`config.mk`:
```
export PLATFORM = sky130hd
export DESIGN_NAME = clock_display_driver
export DESIGN_NICKNAME = d
export VERILOG_FILES = /design/src/rtl/clock_disp_pkg.sv /design/src/rtl/seg7_decode.sv /design/src/rtl/clock_display_driver.sv
export SDC_FILE = /design/constraint.sdc
export NUM_CORES = 1
export LEC_CHECK = 0
export ABC_CLOCK_PERIOD_IN_PS = 5600
export BUFFER_PORTS_ARGS = -buffer_cell sky130_fd_sc_hd__clkbuf_2
export CORE_UTILIZATION = 28
export DETAILED_ROUTE_END_ITERATION = 8
export GPL_ROUTABILITY_DRIVEN = 1
export GPL_TIMING_DRIVEN = 0
export HOLD_SLACK_MARGIN = 0.03
export SLEW_MARGIN = 25
export SYNTH_ARGS = -nofsm -noshare
export SYNTH_HDL_FRONTEND = slang
export SYNTH_SLANG_ARGS = --single-unit
```
`constraint.sdc`:
```
create_clock -name i_clk -period 5.6 [get_ports i_clk]
set_input_delay 0.84 -clock i_clk [delete_from_list [all_inputs] [get_ports i_clk]]
set_output_delay 0.84 -clock i_clk [all_outputs]
set_load 0.02 [all_outputs]
```
`src/rtl/clock_disp_pkg.sv`:
```
// Shared constants and types for the multiplexed HH:MM:SS seven-segment driver.
package clock_disp_pkg;

  localparam int NUM_DIGITS = 6;

  // Active-low segment patterns, bit order gfedcba
  localparam logic [6:0] SEG_0     = 7'b1000000;
  localparam logic [6:0] SEG_1     = 7'b1111001;
  localparam logic [6:0] SEG_2     = 7'b0100100;
  localparam logic [6:0] SEG_3     = 7'b0110000;
  localparam logic [6:0] SEG_4     = 7'b0011001;
  localparam logic [6:0] SEG_5     = 7'b0010010;
  localparam logic [6:0] SEG_6     = 7'b0000010;
  localparam logic [6:0] SEG_7     = 7'b1111000;
  localparam logic [6:0] SEG_8     = 7'b0000000;
  localparam logic [6:0] SEG_9     = 7'b0010000;
  localparam logic [6:0] SEG_DASH  = 7'b0111111;
  localparam logic [6:0] SEG_BLANK = 7'b1111111;

  typedef enum logic [1:0] {
    BLINK_NONE = 2'b00,
    BLINK_SEC  = 2'b01,
    BLINK_MIN  = 2'b10,
    BLINK_HR   = 2'b11
  } blink_sel_e;

  typedef struct packed {
    logic [5:0] sec;
    logic [5:0] min;
    logic [4:0] hr;
    blink_sel_e blink;
  } snap_t;

  typedef struct packed {
    logic [3:0] tens;
    logic [3:0] ones;
  } bcd_t;

  function automatic bcd_t split_bcd(input logic [5:0] value);
    bcd_t res;
    res.tens = 4'(value / 6'd10);
    res.ones = 4'(value % 6'd10);
    return res;
  endfunction

endpackage

```
`src/rtl/seg7_decode.sv`:
```
// BCD digit to active-low seven-segment pattern; blank overrides dash overrides digit.
module seg7_decode
  import clock_disp_pkg::*;
(
  input  logic [3:0] digit,
  input  logic       dash,
  input  logic       blank,
  output logic [6:0] seg
);

  // Pattern lookup with blank/dash priority
  always_comb begin
    seg = SEG_BLANK;
    if (blank) begin
      seg = SEG_BLANK;
    end else if (dash) begin
      seg = SEG_DASH;
    end else begin
      case (digit)
        4'd0:    seg = SEG_0;
        4'd1:    seg = SEG_1;
        4'd2:    seg = SEG_2;
        4'd3:    seg = SEG_3;
        4'd4:    seg = SEG_4;
        4'd5:    seg = SEG_5;
        4'd6:    seg = SEG_6;
        4'd7:    seg = SEG_7;
        4'd8:    seg = SEG_8;
        4'd9:    seg = SEG_9;
        default: seg = SEG_BLANK;
      endcase
    end
  end

endmodule

```
`src/rtl/clock_display_driver.sv`:
```
// Six-digit multiplexed clock display: per-frame snapshot, range dashing and field blinking.
module clock_display_driver
  import clock_disp_pkg::*;
#(
  parameter int SCAN_DIV     = 50000,
  parameter int BLINK_FRAMES = 64
) (
  input  logic       i_clk,
  input  logic       i_rstn,
  input  logic [5:0] i_sec,
  input  logic [5:0] i_min,
  input  logic [4:0] i_hr,
  input  logic [1:0] i_blink_sel,
  output logic [5:0] o_an,
  output logic [6:0] o_seg
);

  localparam int SCAN_W  = $clog2(SCAN_DIV);
  localparam int FRAME_W = (BLINK_FRAMES > 1) ? $clog2(BLINK_FRAMES) : 1;
  localparam logic [SCAN_W-1:0]  SCAN_LAST  = SCAN_W'(SCAN_DIV - 1);
  localparam logic [FRAME_W-1:0] FRAME_LAST = FRAME_W'(BLINK_FRAMES - 1);
  localparam logic [2:0]         LAST_DIGIT = 3'(NUM_DIGITS - 1);

  logic [SCAN_W-1:0]  scan_cnt_r;
  logic [2:0]         digit_idx_r;
  logic [FRAME_W-1:0] frame_cnt_r;
  logic               blink_phase_r;
  logic               started_r;
  snap_t              snap_r;
  logic [5:0]         an_r;
  logic [6:0]         seg_r;

  logic       tick_s;
  logic       wrap_s;
  logic [5:0] field_val_s;
  logic       field_bad_s;
  logic       field_blink_s;
  bcd_t       bcd_s;
  logic [3:0] digit_s;
  logic [6:0] seg_s;

  assign tick_s = (scan_cnt_r == SCAN_LAST);
  assign wrap_s = tick_s && (digit_idx_r == LAST_DIGIT);

  // Scan timing, digit sequencing, frame snapshot and blink phase
  always_ff @(posedge i_clk) begin
    if (!i_rstn) begin
      scan_cnt_r    <= '0;
      digit_idx_r   <= LAST_DIGIT;
      frame_cnt_r   <= '0;
      blink_phase_r <= 1'b0;
      started_r     <= 1'b0;
      snap_r        <= '0;
    end else begin
      scan_cnt_r <= tick_s ? '0 : scan_cnt_r + SCAN_W'(1);
      if (tick_s) begin
        digit_idx_r <= (digit_idx_r == LAST_DIGIT) ? 3'd0 : digit_idx_r + 3'd1;
      end
      // A frame starts at the 5->0 wrap; everything it shows comes from this capture
      if (wrap_s) begin
        started_r    <= 1'b1;
        snap_r.sec   <= i_sec;
        snap_r.min   <= i_min;
        snap_r.hr    <= i_hr;
        snap_r.blink <= blink_sel_e'(i_blink_sel);
        if (frame_cnt_r == FRAME_LAST) begin
          frame_cnt_r   <= '0;
          blink_phase_r <= ~blink_phase_r;
        end else begin
          frame_cnt_r <= frame_cnt_r + FRAME_W'(1);
        end
      end
    end
  end

  // Select the snapshot field, range status and blink status for the current digit
  always_comb begin
    field_val_s   = 6'd0;
    field_bad_s   = 1'b0;
    field_blink_s = 1'b0;
    case (digit_idx_r)
      3'd0, 3'd1: begin
        field_val_s   = snap_r.sec;
        field_bad_s   = (snap_r.sec > 6'd59);
        field_blink_s = (snap_r.blink == BLINK_SEC);
      end
      3'd2, 3'd3: begin
        field_val_s   = snap_r.min;
        field_bad_s   = (snap_r.min > 6'd59);
        field_blink_s = (snap_r.blink == BLINK_MIN);
      end
      3'd4, 3'd5: begin
        field_val_s   = {1'b0, snap_r.hr};
        field_bad_s   = (snap_r.hr > 5'd23);
        field_blink_s = (snap_r.blink == BLINK_HR);
      end
      default: begin
        field_val_s   = 6'd0;
        field_bad_s   = 1'b0;
        field_blink_s = 1'b0;
      end
    endcase
  end

  assign bcd_s   = split_bcd(field_val_s);
  assign digit_s = digit_idx_r[0] ? bcd_s.tens : bcd_s.ones;

  seg7_decode u_seg7_decode (
    .digit (digit_s),
    .dash  (field_bad_s),
    .blank (field_blink_s & blink_phase_r),
    .seg   (seg_s)
  );

  // Registered anode/segment drive, dark until the first frame has been captured
  always_ff @(posedge i_clk) begin
    if (!i_rstn) begin
      an_r  <= 6'b111111;
      seg_r <= SEG_BLANK;
    end else if (started_r) begin
      an_r  <= ~(6'd1 << digit_idx_r);
      seg_r <= seg_s;
    end else begin
      an_r  <= 6'b111111;
      seg_r <= SEG_BLANK;
    end
  end

  assign o_an  = an_r;
  assign o_seg = seg_r;

endmodule

```
=== Yosys cells after proc, flatten, opt, wreduce, memory -nomap -nowiden ===
Memory sizes are Yosys's and may differ from the RTL's.
Cells that the tools add are included.

* Multiplexer cells: 7
* Add/sub/neg operators: 3
* Bitwise gates (word level): 5
* Shift operators: 1
* Divide/modulo/power cells: 2
* Equality and inequality tests: 10
* Order comparisons: 3
* Reduce and logical (&&, ||, !) cells: 10

{| class="wikitable"
|+ Operator list
! kind !! count
|-
| $pmux 6 s3 || 1
|-
| $add 16x1->16 const B || 1
|-
| $eq 16x16->1 const B || 1
|-
| $gt 6x6->1 const B || 2
|-
| $reduce_or 2->1 || 4
|-
| $mux 7 || 1
|-
| $add 6x1->6 const B || 1
|-
| $div 6x4->6 const B || 1
|-
| $eq 3x2->1 const B || 2
|-
| $eq 3x3->1 const B || 2
|-
| $eq 6x6->1 const B || 1
|-
| $mod 6x4->6 const B || 1
|-
| $mux 6 || 1
|-
| $not 6->6 || 1
|-
| $pmux 1 s3 || 2
|-
| $shl 1x3->6 const A || 1
|-
| $gt 5x5->1 const B || 1
|-
| $eq 2x2->1 const B || 2
|-
| $mux 4 || 1
|-
| $reduce_and 2->1 || 2
|-
| $reduce_or 4->1 || 1
|-
| $add 3x1->3 const B || 1
|-
| $eq 3x1->1 const B || 1
|-
| $logic_not 3->1 || 1
|-
| 6 further kinds || 8
|}

* Output and inout bits: 13
* Bits in read-only memories: 112
* Input bits: 21
* Bits in registers: 59
* Logic and storage cells: 54
* Memories: 1

{| class="wikitable"
|+ Memories
! memory !! depth !! bits a word !! read ports !! clocked after Yosys merged registers in !! wr ports !! RTL line !! RTL
|-
| (name not given) || 16 || 7 || 1 || 0 || 0 || seg7_decode.sv:19 || <nowiki>case (digit)</nowiki>
|}

=== Longest topological paths before layout ===
Gate-level depths: netlist of run 1.
An unclocked memory read counts as a cell.

* Depth after elaboration: 7
* Mapped depth: 21
* Gate-level depth less buffers: 17

=== Modules after synthesis ===
From an unflattened synthesis of run 1, not the netlist that was laid out.

* Cell total of the unflattened synthesis: 359
* Area total of the unflattened synthesis: 3069.2 um2

{| class="wikitable"
|+ Modules (own cells, without submodules)
! module !! area an instance (um2) !! instances !! cells an instance !! seq. area each (um2)
|-
| clock_display_driver || 2832.7 || 1 || 329 || 1181.1
|-
| seg7_decode || 236.5 || 1 || 30 || 0.0
|}

=== Worst setup path before layout of run 1 ===
OpenSTA, ideal clock, no wires.

* Path kind: flip-flop to flip-flop
* Start: register digit_idx_r[1]
* End: register seg_r[5] (netlist: o_seg[5])
* Arrival: 4003 ps
* Stages on the path, launching flop included: 20
* Setup slack: 1467 ps
* Path through: dfxtp_1 buf_2 clkbuf_1 and2_1 ha_1 clkbuf_1 nand2_1 o221a_2 inv_1 buf_2 ha_1 and3_1 o21ai_0 nand4_1 o21ai_0 inv_1 ha_1 or4_1 a21oi_1 o21ai_0

* Longest elaborated chain between the ends: 6
* Elaborated cells on any way between the ends: 18
* Classes of those cells: div (2); eq/ne (5); mux (4); bitwise (1); reduce/logical (5); memory (1)

{| class="wikitable"
|+ RTL lines
! what !! RTL line !! RTL
|-
| start: declaration || clock_display_driver.sv:25 || <nowiki>logic [2:0] digit_idx_r;</nowiki>
|-
| start signal: assignment || clock_display_driver.sv:57 || <nowiki>digit_idx_r <= (digit_idx_r == LAST_DIGIT) ? 3'd0 : digit_idx_r + 3'd1;</nowiki>
|-
| $eq 3x3->1, or another cell as far along || clock_display_driver.sv:81 || <nowiki>case (digit_idx_r)</nowiki>
|-
| $reduce_or 2->1 || clock_display_driver.sv:81 ||
|-
| $pmux 6 s3 || clock_display_driver.sv:81 ||
|-
| $mod 6x4->6 / $div 6x4->6 (equally long branches) || clock_disp_pkg.sv:42, clock_disp_pkg.sv:41 ||
|-
| $mux 4 || clock_display_driver.sv:106 || <nowiki>assign digit_s = digit_idx_r[0] ? bcd_s.tens : bcd_s.ones;</nowiki>
|-
| $mem_v2 16x7 || n/a ||
|-
| end signal: assignment || clock_display_driver.sv:122 || <nowiki>seg_r <= seg_s;</nowiki>
|-
| end: declaration || clock_display_driver.sv:31 || <nowiki>logic [6:0] seg_r;</nowiki>
|}

Several ways; a longest one is shown, not always the timed one.
A chain may end at the register's enable or synchronous reset.

=== Worst setup path in the final report of run 1 ===
Ends and elaborated chain as after synthesis.

==> flow_summary.ini, run 1 <==
[status]
status = finished with violations
violations = design-rule violations

[floorplanning]
die_h_microns = 107
io_pins = 34
row_count = 38
die-width_microns = 107
start_util_pct = 28.7
die_area_sq_um = 11600
core_area_sq_um = 10800

[worst_setup_path]
startpoint_type = register
crit_path_max_fanout = 10
critPathArrivalTime_ns = 5.03
required_ns = 5.79
endpoint_kind = register
crit_type = reg -> reg

[yosys]
ys.flop_type = dfxtp_1
synthTopCellsByArea = dfxtp_1, nand2_1, a21boi_0
netlist_instances = 381
ys_ff_latch = 59
synth_top_area_share_pct = 37.9
syn_area_sq_um = 3120
synth_edf_count = 0
yosys-top-cells-count = nand2_1, dfxtp_1, nor2_1
mappedNetlistNets = 412
yosysMostFrequentCell = nand2_1
synth_area_leader_cell = dfxtp_1
synth_warnings = 0
yosysUniqueCellTypes = 54
syn_avg_cell_area_sq_um = 8.18
seq_area_frac_synth_pct = 37.9
async_reset_ff_share_pct = 0

[clocking]
postCtsSetupBuffers = 0
cts_made_buffers = 9
clock_latency_ns = 0.33
htree_levels = 3
cts_tree = yes
hold_buffers = 0
cts_root_buffer = clkbuf_8
clk_path_buf_depth = 2
cts.repair.resized = 0
clk_pin_slew_ns = 0.06
cts.sinks = 59

[global_route]
grt_busiest_layer = met2
grt_first_pass_wirelength_microns = 11700
grtUsageTotal_pct = 12.8
overflow = 0
grt_pass1_vias = 2542
use_met2_pct = 19.8
met1_usage_pct = 17.1
global_route.usage.met3_pct = 3.33
grt_max_degree = 11
antenna_found_initial = 0

[timing]
fin_setup_tns_ns = 0
setup_viol = 0
hold_viol = 0
final_max_slew_viol_count = 0
rsz0062_at_grt = false
relSlewSlack_pct = 57.7
min_period_over_period_pct = 86.4
final.setup.worst_slack_ns = 0.762
tightest_slew_ns = 0.631
fin_skew_ns = 0.00840
fin_crit_ns = 4.84
clock.fmax_mhz = 207

[route]
routedWlPerCell_microns = 12.2
antenna_left = 0
viasPerCell = 4.86
wl_microns = 6960
via_count = 2773
drc = 1
drt_pass1_iterations = 6
drtIter0Drc = 222

[final_layout]
final_layout_size_suffix_gt1_share_pct = 15.8
fin_util_pct = 33.4
n_antenna_cell = 0
fin_nets = 456
design_area_sq_um = 3620
area_growth_pct = 16.1

[place]
place_ws_ns = 0.807
gp_congestion = 0.840
portBuffers = 33
dp_hpwl_microns = 5280
placed_cell_area_sq_um = 3460

[power_and_ir_drop]
total_power_mw = 0.760
p_leak_nw = 1.33
power_density_nw_per_um2 = 210
ir_drop_mv = 0.109

[hold_path]
hold_class = reg -> reg

[run]
maxCapViolCount = 0
==> state kept, by name, indices dropped and copies added (netlist names) <==
signal	cells
frame_cnt_r	6
scan_cnt_r	16
snap_r	19
o_seg	7
o_an	6
started_r	1
blink_phase_r	1
digit_idx_r	3
==> cell usage in the layout, fill, tap and decap left out, types with 7 or more instances in the layout <==
master	count
nand2_1	68
dfxtp_1	59
nor2_1	36
clkbuf_2	33
a21boi_0	20
clkbuf_1	16
o21ai_0	15
nand3_1	14
inv_1	11
a21oi_1	11
nand4_1	11
xnor2_1	10
ha_1	10
xor2_1	9
clkbuf_8	9
mux2i_1	7
and2_1	7
==> through the flow <==
step	hold WS, ns	cells
final	0.466	570
after global routing	0.502	570
after CTS	0.471	570
after detailed placement	0.457	554
after global placement	0.450	554
after floorplan	0.430	381
==> critical path, stage by stage (launching register included) <==
cell,delay [ns]
dfxtp_1,0.37
buf_2,0.23
clkbuf_1,0.33
and2_1,0.19
ha_1,0.13
clkbuf_1,0.34
nand2_1,0.09
o221a_2,0.17
inv_1,0.12
buf_2,0.21
ha_1,0.30
and3_1,0.18
o21ai_0,0.50
nand4_1,0.15
o21ai_0,0.26
inv_1,0.13
ha_1,0.23
or4_1,0.51
a21oi_1,0.15
o21ai_0,0.10
==> cells by family (layout without fill, tap and decap cells) <==
family | count (synthesis) | count (layout) | share of synthesized area, %
DFF | 59 | 59 | 37.9
muxes | 9 | 9 | 2.97
xor gates and xnor gates | 19 | 19 | 5.34
adders and majority gates | 10 | 10 | 4.02
buffers and inverters | 32 | 81 | 4.46
AOI/OAI and AO/OA | 82 | 82 | 19.4
and+or+nand+nor | 170 | 170 | 25.9
==> area by class of cell <==
type,instances,area [sq um]
timing repair buffer,33,165
fill,1165,7220
buffer,20,93.8
clock inverter,6,32.5
sequential,59,1180
inverter,12,45.0
tap,140,175
clock buffer,10,128
multi-input combinational,290,1800
==> worst paths after layout <==
| path | from | to | slack (ns) | cells after the start |
|---|---|---|---|---|
| max reg2reg | digit_idx_r[1]$_SDFFE_PN0N_ | o_seg[5]$_SDFF_PP1_ | 0.76 | 19 |
| min reg2reg | snap_r[14]$_SDFFE_PN0P_ | snap_r[14]$_SDFFE_PN0P_ | 0.47 | 2 |
| max | digit_idx_r[1]$_SDFFE_PN0N_ | o_seg[5]$_SDFF_PP1_ | 0.76 | 19 |
| min | snap_r[14]$_SDFFE_PN0P_ | snap_r[14]$_SDFFE_PN0P_ | 0.47 | 2 |
==> report_power, final <==
part | internal (mW) | switching, mW
clock | 0.156 | 0.164
combinational | 0.00905 | 0.00827
sequential | 0.421 | 0.00174
==> layer usage <==
| layer | part of all wire [%] | up-vias |
|---|---|---|
| met2 | 43 | 61 |
| met5 | 0 | - |
| met3 | 4.1 | 7 |
| li1 | - | 1440 |
| met4 | 1.1 | 0 |
| met1 | 51 | 1265 |
(Power assumes the default switching activity.)
==> inputs of run 2 (changes only) <==
Settings changed: CORE_UTILIZATION 28 to 45.
==> flow_summary.ini, run 2 (synthesized netlist as in run 1, its figures left out) <==
[status]
status = finished, final reports clean

[timing]
fin_skew_ns = 0.00926
min_period_over_period_pct = 88.3
final_max_slew_viol_count = 0
fin_crit_ns = 4.95
final.setup.worst_slack_ns = 0.654
tightest_slew_ns = 0.651
clock.fmax_mhz = 202
fin_setup_tns_ns = 0
relSlewSlack_pct = 56.4
setup_viol = 0
hold_slack_ns = 0.463
rsz0062_at_grt = false
hold_viol = 0

[final_layout]
fin_nets = 456
layout_commonest_cell = nand2_1
fin_util_pct = 55.7
final-seq-area_sq_um = 1180
layoutNonFillerInstCount = 507
area_growth_pct = 16.7
largest_register_ffs = 19
mostFrequentLayoutCells = nand2_1, dfxtp_1, nor2_1, clkbuf_2, a21boi_0
final_layout_size_suffix_gt1_share_pct = 16.0
fill_cells = 643
top_register = snap_r
multiInputGateArea_sq_um = 1800
n_antenna_cell = 0

[floorplanning]
die_area_sq_um = 7260
io_pins = 34
start_util_pct = 47.7
die_h_microns = 85.2
core_area_sq_um = 6530
die-width_microns = 85.2
row_count = 29

[route]
antenna_left = 0
routedWlPerCell_microns = 13.5
drc = 0
via_count = 2732
drtIter0Drc = 100
drt_pass1_iterations = 4
viasPerCell = 5.39
wl_microns = 6820

[clocking]
clk_path_buf_depth = 2
cts.repair.resized = 0
postCtsSetupBuffers = 0
cts_tree = yes
cts_made_buffers = 9
clock_latency_ns = 0.33
cts.sinks = 59
cts_root_buffer = clkbuf_8
hold_buffers = 0
htree_levels = 3
clk_pin_slew_ns = 0.07

[worst_setup_path]
endpoint_kind = register
critPathArrivalTime_ns = 5.15
startpoint_type = register
crit_type = reg -> reg
crit_path_max_fanout = 10
required_ns = 5.80

[power_and_ir_drop]
p_leak_nw = 1.38
power_density_nw_per_um2 = 258
ir_drop_mv = 0.181

[global_route]
overflow = 0
grt_max_degree = 11
grt_first_pass_wirelength_microns = 11600
grt_pass1_vias = 2446
grtUsageTotal_pct = 20.3
antenna_found_initial = 0

[run]
maxCapViolCount = 0

[place]
portBuffers = 33
place_ws_ns = 0.763
dp_cells = 491
gp_congestion = 0.852
dp_hpwl_microns = 4910

[hold_path]
hold_class = reg -> reg
## run 2: stage by stage
stage	power, mW	cell area, sq um
final	0.938	3640
after global routing	0.970	3640
after CTS	0.951	3640
after detailed placement	0.450	3380
after global placement	0.450	3380
after floorplan	0.440	3120
## run 2: path summary, 6_finish.rpt
kind         slack [ns]                       to                        start  cells after the start
max                0.65      o_seg[5]$_SDFF_PP1_  digit_idx_r[1]$_SDFFE_PN0N_                     19
min                0.46  snap_r[13]$_SDFFE_PN0P_      snap_r[13]$_SDFFE_PN0P_                      2
max reg2reg        0.65      o_seg[5]$_SDFF_PP1_  digit_idx_r[1]$_SDFFE_PN0N_                     19
min reg2reg        0.46  snap_r[13]$_SDFFE_PN0P_      snap_r[13]$_SDFFE_PN0P_                      2
## run 2: cell type report
cell class	count	share of cell area, %
well taps	77	2.65
flip-flops and latches	59	32.5
plain buffers	20	2.58
repair buffers	33	4.54
clock buffers	12	4.54
inverters	12	1.24
clock inverters	4	2.61
multi-input cells	290	49.4
## run 2: worst max-delay path, cell delays in order, from the launching register on
cell and delay [ns]:
dfxtp_1 0.38, buf_2 0.24, clkbuf_1 0.35, and2_1 0.20, ha_1 0.15, clkbuf_1 0.35, nand2_1 0.10, o221a_2 0.18
inv_1 0.12, buf_2 0.21, ha_1 0.31, and3_1 0.18, o21ai_0 0.48, nand4_1 0.16, o21ai_0 0.26, inv_1 0.13
ha_1 0.23, or4_1 0.52, a21oi_1 0.16, o21ai_0 0.09
## run 2: power breakdown
| part | switching [mW] | internal (mW) | leakage, nW |
|---|---|---|---|
| Clock | 0.166 | 0.331 | 0.133 |
| Sequential | 0.00187 | 0.421 | 0.476 |
| Combinational | 0.00827 | 0.00905 | 0.771 |
## run 2: per-layer routing
| metal | up-vias | GRT usage (%) | wire length, microns |
|---|---|---|---|
| met2 | 51 | 31.5 | 3040 |
| met4 | 0 | 7.40 | 77 |
| li1 | 1432 | - | - |
| met3 | 6 | 4.67 | 252 |
| met5 | - | 0 | 0 |
| met1 | 1243 | 27.6 | 3450 |
